[src/rtl/jtvigil_rom_arb.sv]
// Per-slot one-entry ROM caches sharing a single SDRAM read port.
// Define JTVIGIL_ROM_RROBIN_EN for round-robin grant; otherwise lowest missing slot wins.
module jtvigil_rom_arb #(
  parameter int SLOTS = 4,
  parameter int AW    = 22,
  parameter int DW    = 8
) (
  input  logic                clk,
  input  logic                rst_n,
  input  logic                flush,
  input  logic [SLOTS-1:0]    slot_cs,
  input  logic [SLOTS*AW-1:0] slot_addr,
  output logic [SLOTS-1:0]    slot_ok,
  output logic [SLOTS*DW-1:0] slot_data,
  output logic [21:0]         ba_addr,
  output logic                ba_rd,
  input  logic                ba_ack,
  input  logic                ba_dok,
  input  logic                ba_rdy,
  input  logic [15:0]         data_read
);

  localparam int CW = (DW == 32) ? 32 : 16;
  localparam int IW = (SLOTS > 1) ? $clog2(SLOTS) : 1;

  typedef enum logic [1:0] {IDLE, WAIT_ACK, WAIT_DATA} state_t;

  state_t          state;
  logic [SLOTS-1:0] valid;
  logic [21:0]     tag   [SLOTS];
  logic [CW-1:0]   cache [SLOTS];
  logic [21:0]     waddr [SLOTS];
  logic [SLOTS-1:0] miss;
  logic [IW-1:0]   gnt, gnt_next;
  logic            any_miss;
  logic [1:0]      wcnt;
  logic            flushed;
  logic [CW-1:0]   fill_data, fill_next;
`ifdef JTVIGIL_ROM_RROBIN_EN
  logic [IW-1:0]   ptr;
`endif

  function automatic logic [21:0] word_addr(input logic [AW-1:0] a);
    logic [63:0] w;
    w = 64'(a);
    if (DW == 8)       w = w >> 1;
    else if (DW == 32) w = w << 1;
    return w[21:0];
  endfunction

  always_comb begin
    for (int unsigned i = 0; i < SLOTS; i++) begin
      waddr[i]   = word_addr(slot_addr[i*AW +: AW]);
      slot_ok[i] = slot_cs[i] & valid[i] & (tag[i] == waddr[i]);
      miss[i]    = slot_cs[i] & ~slot_ok[i];
      slot_data[i*DW +: DW] = DW'((DW == 8 && slot_addr[i*AW]) ? (cache[i] >> 8) : cache[i]);
    end
  end

  always_comb begin
    int unsigned k;
    k        = 0;
    any_miss = 1'b0;
    gnt_next = '0;
    for (int unsigned i = 0; i < SLOTS; i++) begin
`ifdef JTVIGIL_ROM_RROBIN_EN
      k = 32'(ptr) + i;
      if (k >= SLOTS) k = k - SLOTS;
`else
      k = i;
`endif
      if (!any_miss && miss[k]) begin
        any_miss = 1'b1;
        gnt_next = IW'(k);
      end
    end
  end

  // Merge the word arriving this cycle so ba_rdy coincident with ba_dok stores it.
  always_comb begin
    fill_next = fill_data;
    if (ba_dok) begin
      if (wcnt == 2'd0)                    fill_next[15:0]       = data_read;
      else if (CW == 32 && wcnt == 2'd1)   fill_next[CW-1:CW-16] = data_read;
    end
  end

  always_ff @(posedge clk) begin
    if (!rst_n) begin
      state     <= IDLE;
      ba_rd     <= 1'b0;
      ba_addr   <= '0;
      gnt       <= '0;
      wcnt      <= '0;
      flushed   <= 1'b0;
      fill_data <= '0;
      valid     <= '0;
`ifdef JTVIGIL_ROM_RROBIN_EN
      ptr       <= '0;
`endif
      for (int unsigned i = 0; i < SLOTS; i++) begin
        tag[i]   <= '0;
        cache[i] <= '0;
      end
    end else begin
      if (flush) valid <= '0;
      case (state)
        IDLE: if (any_miss) begin
          gnt       <= gnt_next;
          ba_addr   <= waddr[gnt_next];
          ba_rd     <= 1'b1;
          wcnt      <= '0;
          fill_data <= '0;
          flushed   <= 1'b0;
`ifdef JTVIGIL_ROM_RROBIN_EN
          ptr       <= (32'(gnt_next) == SLOTS - 1) ? '0 : gnt_next + 1'b1;
`endif
          state     <= WAIT_ACK;
        end
        WAIT_ACK: begin
          if (flush) flushed <= 1'b1;
          if (ba_ack) begin
            ba_rd <= 1'b0;
            state <= WAIT_DATA;
          end
        end
        WAIT_DATA: begin
          if (flush) flushed <= 1'b1;
          if (ba_dok && wcnt != 2'd2) begin
            fill_data <= fill_next;
            wcnt      <= wcnt + 2'd1;
          end
          if (ba_rdy) begin
            cache[gnt] <= fill_next;
            tag[gnt]   <= ba_addr;
            valid[gnt] <= !(flush || flushed);
            state      <= IDLE;
          end
        end
        default: state <= IDLE;
      endcase
    end
  end

endmodule
[config.mk]
export PLATFORM = sky130hd
export DESIGN_NAME = jtvigil_rom_arb
export DESIGN_NICKNAME = d
export VERILOG_FILES = /design/src/rtl/jtvigil_rom_arb.sv
export SDC_FILE = /design/constraint.sdc
export NUM_CORES = 1
export LEC_CHECK = 0
export BUFFER_PORTS_ARGS = -buffer_cell sky130_fd_sc_hd__buf_2
export CELL_PAD_IN_SITES_DETAIL_PLACEMENT = 0
export CELL_PAD_IN_SITES_GLOBAL_PLACEMENT = 1
export CORE_MARGIN = 2
export CORE_UTILIZATION = 45
export DETAILED_ROUTE_END_ITERATION = 7
export HOLD_SLACK_MARGIN = 0.05
export PLACE_DENSITY_LB_ADDON = 0.1
export SYNTH_ARGS = -nofsm -noshare
export SYNTH_HDL_FRONTEND = slang
export SYNTH_SLANG_ARGS = --single-unit
export TNS_END_PERCENT = 5
[constraint.sdc]
create_clock -name clk -period 4.06 [get_ports clk]
set_input_delay 0.812 -clock clk [delete_from_list [all_inputs] [get_ports clk]]
set_output_delay 0.812 -clock clk [all_outputs]
set_load 0.02 [all_outputs]
; ---- Word level (Yosys, flattened, before mapping)
; Memories as Yosys holds them, arrays and structs flattened.
; Index checks and enable logic that the tools add are counted.
[totals]
output_inout_bits = 59
mem_count = 2
ramBits = 152
ff_bits = 50
[op_classes]
eq_ne = 12
n_mux = 50
bitwise_logic = 17
addsub = 1
n_lt_le_gt_ge = 3
reduce_logical = 23
[memory_table]
columns = name, words, width, read_ports, rd_ports_with_merged_regs, write_ports, line_no
row1 = tag, 4, 22, 4, 0, 4, 30  ; logic [21:0] tag [SLOTS];
row2 = cache, 4, 16, 4, 0, 4, 31  ; logic [CW-1:0] cache [SLOTS];
[op_table]
columns = cell, n
row1 = == test 22 x 21 -> 1 bit, 4
row2 = two-way mux 16 bit, 5
row3 = two-way mux 22 bit, 3
row4 = binary-select mux 22 bit (select 2 bit), 1
row5 = two-way mux 8 bit, 4
row6 = case mux 16 bit (2 select lines), 1
row7 = OR reduction 22 bit, 1
row8 = two-way mux 2 bit, 9
row9 = two-way mux 1 bit, 17
row10 = two-way mux 4 bit, 4
row11 = OR reduction 16 bit, 1
row12 = bitwise AND 1 bit, 12
row13 = AND reduction 3 bit, 4
row14 = inequality test 2 bit (second input constant), 5
row15 = case mux 2 bit (3 select lines), 1
row16 = nonzero test 2 bit, 3
row17 = logical AND 1 bit, 5
row18 = bitwise mux 4 bit, 1
row19 = logical NOT 1 bit, 4
row20 = logical NOT 2 bit, 2
row21 = NOT 1 bit, 4
row22 = case mux 1 bit (2 select lines), 2
row23 = case mux 2 bit (2 select lines), 1
row24 = greater-or-equal comparator 3 bit (second input constant), 1
row25 = other kinds (11), 11

; ---- Depth between registers and ports, before layout
; An unclocked memory read counts as a cell.
[depth]
word_depth = 19
depth_mapped = 9
mapped_depth_nobuf = 8

; ---- Worst setup path before layout
; OpenSTA, ideal clock, no wires.
[synth_path]
kind = input port to flip-flop
start = input port slot_addr[3]
end = register ba_addr[20]
path_stages = 9
n_path_buf = 1
slack_ns = 0.963
arrival_time_ns = 2.983
cell_sequence = xnor2_1 -> nand4_1 -> or4_1 -> or3_4 -> a221oi_4 -> buf_6 -> mux2i_1 -> o22ai_1 -> a21o_1
[synth_between]
elab_chain_len = 18
elab_cells_between_ends = 22
cone_classes = eq/ne (1) / mux (10) / bitwise (4) / reduce/logical (7)
[synth_rtl]
columns = item, line_no
row1 = "start, declared", 12  ; input logic [SLOTS*AW-1:0] slot_addr,
row2 = == test 22 x 21 -> 1 bit (*), 54  ; slot_ok[i] = slot_cs[i] & valid[i] & (tag[i] == waddr[i]);
row3 = bitwise AND 1 bit (*), 54
row4 = NOT 1 bit (*), 55  ; miss[i] = slot_cs[i] & ~slot_ok[i];
row5 = bitwise AND 1 bit (*), 55
row6 = two-way mux 1 bit (*), 72  ; if (!any_miss && miss[k]) begin
row7 = logical NOT 1 bit, 72
row8 = logical AND 1 bit, 72
row9 = two-way mux 1 bit, 72
row10 = logical NOT 1 bit, 72
row11 = logical AND 1 bit, 72
row12 = two-way mux 1 bit, 72
row13 = logical NOT 1 bit, 72
row14 = logical AND 1 bit, 72
row15 = two-way mux 2 bit, 72
row16 = NOT 2 -> 3 bit (not written as such), 110  ; ba_addr <= waddr[gnt_next];
row17 = binary-select mux 22 bit (select 2 bit), 110
row18 = two-way mux 22 bit (not written as such) (2 in a row), 110
row19 = "end signal, assigned", 110
row20 = "end, declared", 15  ; output logic [21:0] ba_addr,
; Every way passes the cells marked *; elsewhere a longest branch is shown, timed or not. The select of a mux whose other input is x is not followed.
; A chain may end at the register's enable or synchronous reset.

; ---- Worst setup path in the final report
[layout_path]
start = input port slot_addr[5]
end = output port slot_ok[0]
[layout_between]
elab_chain_len = 2
[layout_rtl]
columns = item, line_no
row1 = == test 22 x 21 -> 1 bit, 54
row2 = bitwise AND 1 bit, 54
row3 = "end, declared", 13  ; output logic [SLOTS-1:0] slot_ok,
; No other way between the ends.

==> reports/qor.yml <==
clkTransAtPathRegs_ns: 0.08
portBuffers: 171
drt-pass1-iter-count: 5
fin_area_um2: 11200
synth_fa_ha_area_frac: 0.00802
finalHoldViolCount: 0
cap_violations: 0
core_um2: 20300
synth-compound-area-share: 0.0752
synth_nets: 879
startpoint: "slot_addr[5]"
startpoint_type: "input port"
r2r-end: "ba_addr[3]$_SDFFE_PN0P_"
synth-main-ff-cell: "edfxtp_1"
grt_pass1_vias: 6719
routedWlPerCell_um: 21.1
pre_cts_ws_ns: 0.365
die_area_um2: 22000
fmax_ghz: 0.287
setup_ws_ns: 0.578
synth.distinct_cells: 51
crit_type: "in2out"
max_slew_margin: 0.324
critPathSlowestCell: "or4_1"
place_area_um2: 10600
synth_edf_count: 148
end_kind: "primary output"
worst-slew-pin-transition_ns: 1.01
async_reset_ff_frac: 0
synthToLayoutAreaGrowth_pct: 19.7
hold_depth: 1
cts.sinks: 197
grt_usage: 0.237
finalCriticalPeriod_ns: 3.48
cts_setup_buffers: 0
setup_viol: 0
num_vias: 6619
yosysSeqAreaShare: 0.579
grt_pass1_wl_um: 38700
gp_congestion: 0.810
synth_top_family_by_area: "simple AND/OR/NAND/NOR gates"
ys_ff_latch: 197
power_leakage_nw: 4.83
cp.depth: 7
crit_buf_inv: 3
syn_inst: 759
synthMuxAreaShare: 0.103
p_per_area_nw_per_um2: 436
path_delay_family: "simple AND/OR/NAND/NOR gates"
routed_via_density: 5.43
fin_cells: 1219
cts_resized: 0
drc: 0
critPathMaxStageDelay_ns: 0.58
period_share: 0.858
numCtsBuffers: 17
initial_core_util: 0.461
clockBufferDepth: 2
design.portCount: 173
layout.nets: 1056
drive_gt1_frac: 0.288
r2r_cells: 9
synth-xor-area-share: 0.0786
holdCritPathClass: "reg2reg"
syn_avg_cell_area_um2: 12.3
cts_htree_levels: 4
rsz0062_at_grt: "no"
die_w_um: 148
antenna_found_initial: 0
grt_max_degree: 40
ys_warn_count: 0
r2r_slack_ns: 0.86
n_antenna_cell: 0
synth-simple-area-share: 0.122
holdWs_ns: 0.468
core.rowCount: 52
place_inst: 1187
drtIter0Drc: 396
status: "finished clean"
drv_slew: 0
mappedNetlistArea_um2: 9360
arrival_ns: 2.67
r2r_start: "tag[0][4]$_SDFFCE_PN0P_"
ant_nets: 0
cp_common_cell: "buf_2"
tritoncts: "built"
die_h_um: 148
crit_path_end: "slot_ok[0]"
cts-root-buf: "clkbuf_16"
tns_ns: 0
gr-total-overflow: 0
worstPathRequired_ns: 3.25
peakVddDrop_mv: 0.317
insertion_delay_ns: 0.44
finClkSkew_ns: 0.0131
crit_chain: "buf_2 -> xnor2_1 -> nand4_1 -> or4_1 -> or3_4 -> inv_1 -> buf_2"
path_max_fanout: 2
totalWireLength_um: 25700
hpwl_um: 18500
hold_buffers: 0
worst register-to-register path, stage by stage, from the launching register on:
cell and delay (ns):
edfxtp_1 0.39, xnor2_1 0.40, nand4_1 0.14, or4_1 0.58, or3_4 0.38, a221oi_4 0.35
buf_12 0.30, mux2i_1 0.31, o22ai_1 0.11, a21o_1 0.15
cell families after synthesis:
kind of cell               count (synthesis)
adders and majority gates                  6
DFF                                      197
AOI/OAI and AO/OA                         88
buffers and inverters                     70
and+or+nand+nor                          221
xor gates and xnor gates                  84
muxes                                     92
other                                      1
area by class of cell:
class | count | area [µm²]
Clock buffer | 19 | 453
Clock inverter | 13 | 113
Fill cell | 1808 | 9090
Inverter | 29 | 109
Multi-Input combinational cell | 492 | 3630
Sequential cell | 197 | 5430
Tap cell | 270 | 338
Timing Repair Buffer | 199 | 1140
placed cells by master (no fill, tap or decap), types with 22 or more instances in the layout:
cell	instances
and3_1	44
buf_4	22
xor2_1	41
dfxtp_1	49
mux2_2	32
edfxtp_1	148
buf_2	171
xnor2_1	43
inv_1	28
nor2_1	72
mux2i_1	60
sequential cells by signal, summed over array words and instances, names as in the netlist:
register	flops
tag	84
cache	64
ba_addr	21
fill_data	16
valid	4
gnt	2
state	2
wcnt	2
ba_rd	1
flushed	1
per-layer routing:
| metal | GRT usage | part of all wire | routed length (µm) |
|---|---|---|---|
| met1 | 0.334 | 0.44 | 11400 |
| met2 | 0.364 | 0.46 | 11700 |
| met3 | 0.0571 | 0.084 | 2160 |
| met4 | 0.0762 | 0.017 | 435 |
| met5 | 0 | 0 | 0 |
cells in the mapped netlist, drive strengths merged, types with 17 or more instances:
master | count | area (µm²)
clkbuf | 28 | 105
nand2 | 17 | 63.8
a21o | 21 | 158
edfxtp | 148 | 4440
and3 | 45 | 282
nand2b | 17 | 106
xnor2 | 43 | 377
dfxtp | 49 | 981
mux2i | 60 | 601
inv | 28 | 105
o22ai | 21 | 131
mux2 | 32 | 360
xor2 | 41 | 359
nor2 | 72 | 270
and2 | 17 | 109
power breakdown:
part	internal (W)	total [W]	switching [W]
logic	0.000336	0.000882	0.000545
clock network	0.000840	0.00163	0.000786
registers	0.00229	0.00238	0.0000927
total	0.00347	0.00489	0.00142
through the flow:
| stage | total power, W | utilization |
|---|---|---|
| after CTS | 0.00492 | 0.552 |
| final | 0.00489 | 0.552 |
| after global placement | 0.00329 | 0.524 |
| after floorplan | 0.00292 | - |
| after detailed placement | 0.00331 | 0.524 |
| after global routing | 0.00508 | 0.552 |
worst min path at each step:
| stage | from | to |
|---|---|---|
| floorplan | fill_data[15]$_SDFFE_PN0P_ | fill_data[15]$_SDFFE_PN0P_ |
| global placement | fill_data[7]$_SDFFE_PN0P_ | fill_data[7]$_SDFFE_PN0P_ |
| detailed placement | fill_data[6]$_SDFFE_PN0P_ | fill_data[6]$_SDFFE_PN0P_ |
| CTS | fill_data[6]$_SDFFE_PN0P_ | fill_data[6]$_SDFFE_PN0P_ |
| global route | fill_data[5]$_SDFFE_PN0P_ | fill_data[5]$_SDFFE_PN0P_ |
| finish | fill_data[9]$_SDFFE_PN0P_ | fill_data[9]$_SDFFE_PN0P_ |
Note: power is estimated with default switching activity, not from simulation.
